$ cat src/rtl/led_chaser_if.sv
// Control and LED-drive bundle for led_chaser; the chaser itself is the slave,
// whoever drives En/Mode and watches the LEDs is the master.
interface led_chaser_if #(
  parameter int N_LED = 4
);
  logic             En;
  logic [1:0]       Mode;
  logic [N_LED-1:0] LED_Out;
  logic             Step_Tick;

  modport master (
    output En,
    output Mode,
    input  LED_Out,
    input  Step_Tick
  );

  modport slave (
    input  En,
    input  Mode,
    output LED_Out,
    output Step_Tick
  );
endinterface

$ cat src/rtl/led_chaser.sv
// LED chaser: a step prescaler with a lit window inside each step, plus a
// position/direction tracker for shift-left, shift-right, bounce and all-blink.
module led_chaser #(
  parameter int N_LED       = 4,
  parameter int STEP_CYCLES = 5_000_000,
  parameter int ON_START    = 1_250_000,
  parameter int ON_END      = 2_500_000
) (
  input  logic         CLK,
  input  logic         RSTn,
  led_chaser_if.slave  bus
);

  localparam int CNT_W = $clog2(STEP_CYCLES);
  localparam int POS_W = (N_LED > 1) ? $clog2(N_LED) : 1;

  localparam logic [CNT_W-1:0] CNT_LAST = CNT_W'(STEP_CYCLES - 1);
  localparam logic [POS_W-1:0] POS_LAST = POS_W'(N_LED - 1);

  localparam logic DIR_UP   = 1'b0;
  localparam logic DIR_DOWN = 1'b1;

  localparam logic [1:0] MODE_LEFT   = 2'b00;
  localparam logic [1:0] MODE_RIGHT  = 2'b01;
  localparam logic [1:0] MODE_BOUNCE = 2'b10;
  localparam logic [1:0] MODE_BLINK  = 2'b11;

  if (N_LED < 1 || N_LED > 32) begin : g_badNLed
    $error("led_chaser: N_LED must be within 1..32");
  end
  if (STEP_CYCLES < 2) begin : g_badStep
    $error("led_chaser: STEP_CYCLES must be at least 2");
  end
  if (ON_START < 0 || ON_START >= ON_END || ON_END > STEP_CYCLES) begin : g_badWindow
    $error("led_chaser: need 0 <= ON_START < ON_END <= STEP_CYCLES");
  end

  logic [CNT_W-1:0] cnt_q, cnt_d;
  logic [POS_W-1:0] pos_q, pos_d;
  logic             dir_q, dir_d;
  logic [N_LED-1:0] ledOut_q, ledOut_d;
  logic             stepTick_q;

  logic             tick;
  logic             window;
  int               cntInt;
  logic [N_LED-1:0] oneHot;

  // Prescaler only moves while enabled, so a disabled chaser resumes mid-step.
  always_comb begin
    cnt_d = cnt_q;
    if (bus.En) begin
      cnt_d = (cnt_q == CNT_LAST) ? '0 : cnt_q + 1'b1;
    end
  end

  assign tick   = bus.En && (cnt_q == CNT_LAST);
  assign cntInt = int'(cnt_q);
  assign window = bus.En && (cntInt >= ON_START) && (cntInt < ON_END);

  // Mode is only looked at on a step boundary; a single LED never moves.
  always_comb begin
    pos_d = pos_q;
    dir_d = dir_q;
    if (tick && (N_LED > 1)) begin
      case (bus.Mode)
        MODE_LEFT: begin
          pos_d = (pos_q == POS_LAST) ? '0 : pos_q + 1'b1;
          dir_d = DIR_UP;
        end
        MODE_RIGHT: begin
          pos_d = (pos_q == '0) ? POS_LAST : pos_q - 1'b1;
          dir_d = DIR_UP;
        end
        MODE_BOUNCE: begin
          if (dir_q == DIR_UP) begin
            if (pos_q == POS_LAST) begin
              dir_d = DIR_DOWN;
              pos_d = pos_q - 1'b1;
            end else begin
              pos_d = pos_q + 1'b1;
            end
          end else begin
            if (pos_q == '0) begin
              dir_d = DIR_UP;
              pos_d = pos_q + 1'b1;
            end else begin
              pos_d = pos_q - 1'b1;
            end
          end
        end
        default: begin
          pos_d = pos_q;
          dir_d = dir_q;
        end
      endcase
    end
  end

  // Decode uses the live Mode so a mode change shows up on the very next cycle.
  always_comb begin
    oneHot = '0;
    for (int i = 0; i < N_LED; i++) begin
      oneHot[i] = (pos_q == POS_W'(i));
    end
    ledOut_d = '0;
    if (window) begin
      ledOut_d = (bus.Mode == MODE_BLINK) ? '1 : oneHot;
    end
  end

  always_ff @(posedge CLK or negedge RSTn) begin
    if (!RSTn) begin
      cnt_q      <= '0;
      pos_q      <= '0;
      dir_q      <= DIR_UP;
      ledOut_q   <= '0;
      stepTick_q <= 1'b0;
    end else begin
      cnt_q      <= cnt_d;
      pos_q      <= pos_d;
      dir_q      <= dir_d;
      ledOut_q   <= ledOut_d;
      stepTick_q <= tick;
    end
  end

  assign bus.LED_Out   = ledOut_q;
  assign bus.Step_Tick = stepTick_q;

endmodule

$ cat src/flat_wrapper.sv
// flat-port wrapper written by rule: the top's interface ports become plain ports
module led_chaser_flat 
#(
  parameter int N_LED       = 4,
  parameter int STEP_CYCLES = 5_000_000,
  parameter int ON_START    = 1_250_000,
  parameter int ON_END      = 2_500_000
)
  (CLK, RSTn, bus_En, bus_Mode, bus_LED_Out, bus_Step_Tick);
  led_chaser_if #(.N_LED(N_LED)) bus_i ();
  input  logic CLK;
  input  logic RSTn;
  input wire logic [$bits(bus_i.En)-1:0] bus_En;
  input wire logic [$bits(bus_i.Mode)-1:0] bus_Mode;
  output wire logic [$bits(bus_i.LED_Out)-1:0] bus_LED_Out;
  output wire logic [$bits(bus_i.Step_Tick)-1:0] bus_Step_Tick;
  assign bus_i.En = bus_En;
  assign bus_i.Mode = bus_Mode;
  assign bus_LED_Out = bus_i.LED_Out;
  assign bus_Step_Tick = bus_i.Step_Tick;
  led_chaser #(.N_LED(N_LED), .STEP_CYCLES(STEP_CYCLES), .ON_START(ON_START), .ON_END(ON_END)) u_core (.CLK(CLK), .RSTn(RSTn), .bus(bus_i));
endmodule
$ cat config.mk
export PLATFORM = sky130hd
export DESIGN_NAME = led_chaser_flat
export DESIGN_NICKNAME = d
export VERILOG_FILES = /design/src/rtl/led_chaser_if.sv /design/src/rtl/led_chaser.sv /design/src/flat_wrapper.sv
export SDC_FILE = /design/constraint.sdc
export NUM_CORES = 1
export LEC_CHECK = 0
export CAP_MARGIN = 20
export CORE_MARGIN = 2
export CORE_UTILIZATION = 35
export DETAILED_ROUTE_END_ITERATION = 7
export GPL_ROUTABILITY_DRIVEN = 0
export SYNTH_ARGS = -nofsm -noshare
export SYNTH_HDL_FRONTEND = slang
export SYNTH_SLANG_ARGS = --single-unit
export TNS_END_PERCENT = 5
$ cat constraint.sdc
create_clock -name CLK -period 1.8 [get_ports CLK]
set_input_delay 0.27 -clock CLK [delete_from_list [all_inputs] [get_ports CLK]]
set_output_delay 0.27 -clock CLK [all_outputs]
set_load 0.005 [all_outputs]
Word level (Yosys, flattened, before mapping) --
Cells that the tools add are included.
Storage, ports and cells: output and inout port bits 5, input port bits 5, logic and storage cells 40, bits in registers 31
Cells by class: add/sub/neg operators 3, order comparisons 2, mux-type cells 13, equality and inequality tests 7, reductions and logical operators 10
Operator list (count):
- adder 23 x 1 -> 23 bit (second input constant) | 1
- equality test 23 bit (second input constant) | 1
- greater-or-equal comparator 23 x 21 -> 1 bit (second input constant) | 1
- less-than comparator 23 x 22 -> 1 bit (second input constant) | 1
- 2-to-1 mux 23 bit | 1
- 2-to-1 mux 2 bit | 5
- equality test 2 bit (second input constant) | 4
- 2-to-1 mux 4 bit | 2
- one-hot mux 2 bit (3 select lines) | 1
- equality test 2 x 1 -> 1 bit (second input constant) | 2
- logical NOT 2 bit | 2
- AND reduction 2 bit | 2
- logical AND 1 bit | 3
- 2-to-1 mux 1 bit | 3
- nonzero test 3 bit | 1
- adder 2 x 1 -> 2 bit (second input constant) | 1
- one-hot mux 1 bit (2 select lines) | 1
- nonzero test 2 bit | 1
- OR reduction 2 bit | 1
- subtractor 2 x 1 -> 2 bit (second input constant) | 1

Longest topological paths before layout --
depth after elaboration 4, mapped depth 6, gate-level depth less buffers 6

Worst setup path before layout --
No wires, ideal clock.
path kind register -> register, start reg u_core.cnt_q[0], end reg u_core.pos_q[1], path buffers 0, data arrival time 1.617 ns, setup slack 0.058 ns, data required time 1.675 ns, setup time 0.125 ns, stages on the path, launching flop included 6, clock period less this slack 1.742 ns, cell sequence dfrtp_1 ha_1 and4_1 nand4_2 or3_4 mux2_4
Between the ends: cells in the longest elaborated chain, start to end 3
RTL lines:
- start, declared | RTL line led_chaser.sv:38 | logic [CNT_W-1:0] cnt_q, cnt_d;
- start signal, assigned | RTL line led_chaser.sv:120 | cnt_q <= cnt_d;
- equality test 23 bit | RTL line led_chaser.sv:57 | assign tick = bus.En && (cnt_q == CNT_LAST);
- logical AND 1 bit | RTL line led_chaser.sv:57
- AND reduction 2 bit (no source line)
- end signal, assigned | RTL line led_chaser.sv:121 | pos_q <= pos_d;
- end, declared | RTL line led_chaser.sv:39 | logic [POS_W-1:0] pos_q, pos_d;
No other way between the ends. A chain may end at the register's enable or synchronous reset.

Worst setup path in the final report --
start reg u_core.cnt_q[0], end reg u_core.cnt_q[14]
Between the ends: cells in the longest elaborated chain, start to end 2, elaborated cells between the ends (all ways) 3, those cells by class add/sub (1); eq/ne (1); mux (1)
RTL lines:
- adder 23 x 1 -> 23 bit / equality test 23 bit (equally long branches) | RTL line led_chaser.sv:53 | cnt_d = (cnt_q == CNT_LAST) ? '0 : cnt_q + 1'b1;
- 2-to-1 mux 23 bit (*) | RTL line led_chaser.sv:53
Mark *: on every way between the ends. The rest lies on a longest branch, timed or not.

==> out/results.tsv <==
stage	metric	value	unit
outcome	status	finished, final reports clean	
flow_run	drv_cap	0	
critical_path	crit_chain	ha_2 > and4_4 > nand4_4 > buf_4 > nor3_4 > buf_4 > nor2_1	
logic_synthesis	syn_inst	199	
placed_design	place_ws	-0.0941	ns
floorplanning	core_area	5410	um2
route	drt_pre_antenna_iters	4	
power_and_ir_drop	swShare	0.298	
floorplanning	fp.dieArea	6130	um2
power_and_ir_drop	internal_power	1.15	mW
route	ant_nets	0	
logic_synthesis	async_flop_share	1.00	
clocking	clkLatencyLatePin	0.29	ns
final_layout	final_cell_mix	buf_4, dfrtp_1, nor2_1, xnor2_1, inv_1	
floorplanning	start_util	0.357	
logic_synthesis	yosysTopAreaCellShare	0.402	
clocking	clock_path_buffers	2	
critical_path	cp_num_buf_inv	2	
timing	finalWorstSetupSlack	0.0510	ns
timing	period_needed	1.75	ns
floorplanning	die_w	78.3	um
final_layout	nets	256	
clocking	root_buffer	clkbuf_8	
power_and_ir_drop	seqPwrFrac	0.501	
critical_path	critPathArrivalTime	1.93	ns
power_and_ir_drop	p_switching	0.491	mW
final_layout	area_delta_synth_final	27.0	%
global_route	grt_max_degree	32	
timing	clock.fmax	572	MHz
critical_path	crit_path_top_delay_cell	dfrtp_1	
clocking	clkTransAtPathRegs	0.07	ns
critical_path	crit_required	1.98	ns
route	drtIter0Drc	104	
critical_path	critPathMaxStageDelay	0.38	ns
timing	setup_violations	0	
timing	worst_pin_slew	0.406	ns
worst_hold_path	hp-class	primary input to async pin	
logic_synthesis	synth_edf_count	0	
final_layout	drive_gt1_frac	0.263	
critical_path	critPathMaxFanout	5	
global_route	grt_pass1_vias	1564	
timing	hold-worst-slack	0.373	ns
logic_synthesis	syn_avg_cell_area	9.71	um2
global_route	antenna_found_initial	0	
power_and_ir_drop	combinationalPowerShare	0.163	
floorplanning	fp-row-count	27	
placed_design	io_buffers	9	
timing	drv_slew	0	
clocking	cts_hold_buf	0	
logic_synthesis	ys_ff_latch	31	
power_and_ir_drop	ir_drop	0.345	mV
clocking	cts_tree	yes	
global_route	grt_use_met2	0.258	
placed_design	dp.final_hpwl	3.33	mm
logic_synthesis	yosysTopAreaCell	dfrtp_1	
floorplanning	ios	10	
critical_path	cpLargestDelayFamily	simple AND/OR/NAND/NOR gates	
power_and_ir_drop	power_frac_clock	0.336	
timing	hold_violations	0	
global_route	grt_overflow	0	
route	drt-vias-per-instance	5.19	
timing	relSlewSlack	0.729	
critical_path	worstSetupPathType	flip-flop to flip-flop	
final_layout	final_common_cell	buf_4	
logic_synthesis	syn_area	1930	um2
power_and_ir_drop	power_density	671	nW/um2
clocking	cts.sinks	31	
logic_synthesis	synth.net_count	213	
clocking	h-tree-depth	2	
final_layout	diodes	0	
global_route	grt_usage	0.162	
timing	rsz0062_at_grt	yes	
critical_path	endpoint_kind	flip-flop	
global_route	global_route.usage.met3	0.0391	
floorplanning	die_height	78.3	um
logic_synthesis	yosys_warnings	0	
timing	fin_crit_sh	0.972	
route	drcViolationCount	0	
global_route	grt-busiest-layer	met2	
critical_path	critPathLaunchType	flip-flop	
power_and_ir_drop	leakagePower	1.08	nW
route	wire_per_inst	14.1	um
clocking	cts-buffers-inserted	5	
global_route	met1_usage	0.218	
logic_synthesis	ys_types	48	
critical_path	crit_top_cell	buf_4	
timing	skew	0.0107	ns
route	dr_total_vias	1635	
logic_synthesis	yosys_most_used_dff	dfrtp_1	
logic_synthesis	synth-seq-area-share	0.402	
route	routed_wl	4.44	mm
logic_synthesis	yosys-top-cells-area	dfrtp_1, xnor2_1, ha_1	
global_route	grt_pass1_wl	7.70	mm
==> area by class of cell <==
cell class,count,area [um2]
flip-flops and latches,31,778
multi-input cells,146,1080
fillers,529,2950
repair buffers,46,368
clock buffers,5,68.8
clock inverters,3,20.0
inverters,12,45.0
well taps,72,90.1
==> cells by family after synthesis <==
kind of cell / after synthesis / share of synthesized area
compound gates: 39 / 0.148
xor+xnor: 16 / 0.0725
fa+ha+maj: 9 / 0.0583
buf+inv: 22 / 0.0570
flops: 31 / 0.402
mux: 1 / 0.00777
simple gates: 81 / 0.255
==> stage by stage <==
stage               power [mW]  TNS, ns  utilization  cell area (um2)  std cells
floorplan                0.965        0            -             1930        199
global placement          1.09   -0.425        0.425             2290        303
detailed placement        1.09   -0.693        0.425             2290        303
CTS                       1.65        0        0.442             2390        311
global route              1.74   -0.188        0.454             2450        315
finish                    1.65        0        0.454             2450        315
==> power by group through the flow <==
| stage | Clock (mW) | Sequential, mW | Combinational [mW] |
|---|---|---|---|
| after global routing | 0.609 | 0.831 | 0.304 |
| after global placement | 0 | 0.833 | 0.253 |
| after detailed placement | 0 | 0.834 | 0.257 |
| after CTS | 0.570 | 0.820 | 0.260 |
| final | 0.553 | 0.824 | 0.268 |
| after floorplan | 0 | 0.822 | 0.143 |
==> Yosys cell counts (2+ instances only) <==
cell type	n
o21ai_0	6
ha_1	9
dfrtp_1	31
nand2b_1	3
a31oi_1	3
inv_1	12
and4_1	5
buf_4	2
nor4_1	3
a211oi_1	5
nand3_1	11
a31o_2	2
nand4_1	11
and2_1	2
nor4b_1	5
a211o_2	2
clkbuf_1	2
o31ai_1	3
xor2_1	3
buf_2	4
nand2_1	11
xnor2_1	13
nor2_1	13
nand3b_1	2
a21oi_1	3
nor3_1	6
o211ai_1	5
buf_6	2
==> flip-flops by register name (all words and copies together), names as in the netlist <==
| name | cells |
|---|---|
| u_core.bus.LED_Out | 4 |
| u_core.bus.Step_Tick | 1 |
| u_core.cnt_q | 23 |
| u_core.dir_q | 1 |
| u_core.pos_q | 2 |
==> per-layer routing <==
metal  up-vias  wire (um)
li1        823          -
met1       778       2120
met2        28       2080
met3         6        188
met4         0         57
met5         -          0
==> final timing paths <==
path / slack (ns) / cells past startpoint / end / startpoint
worst min register to register: 0.55 / 1 / u_core.cnt_q[4] / u_core.cnt_q[4]
min in group CLK: 0.55 / 1 / u_core.cnt_q[4] / u_core.cnt_q[4]
worst max register to register: 0.05 / 7 / u_core.cnt_q[14] / u_core.cnt_q[0]
worst min-delay path: 0.37 / 2 / u_core.cnt_q[4] / RSTn
max in group asynchronous: 1.11 / 2 / u_core.cnt_q[7] / RSTn
worst max-delay path: 0.05 / 7 / u_core.cnt_q[14] / u_core.cnt_q[0]
==> timing repair <==
item / in CTS / in global routing
resized for setup: 2 / 9
pin swaps: 0 / 3
endpoints found under the setup margin: 7 / 14
setup buffers: 0 / 4
Note: power is estimated with default switching activity, not from simulation.
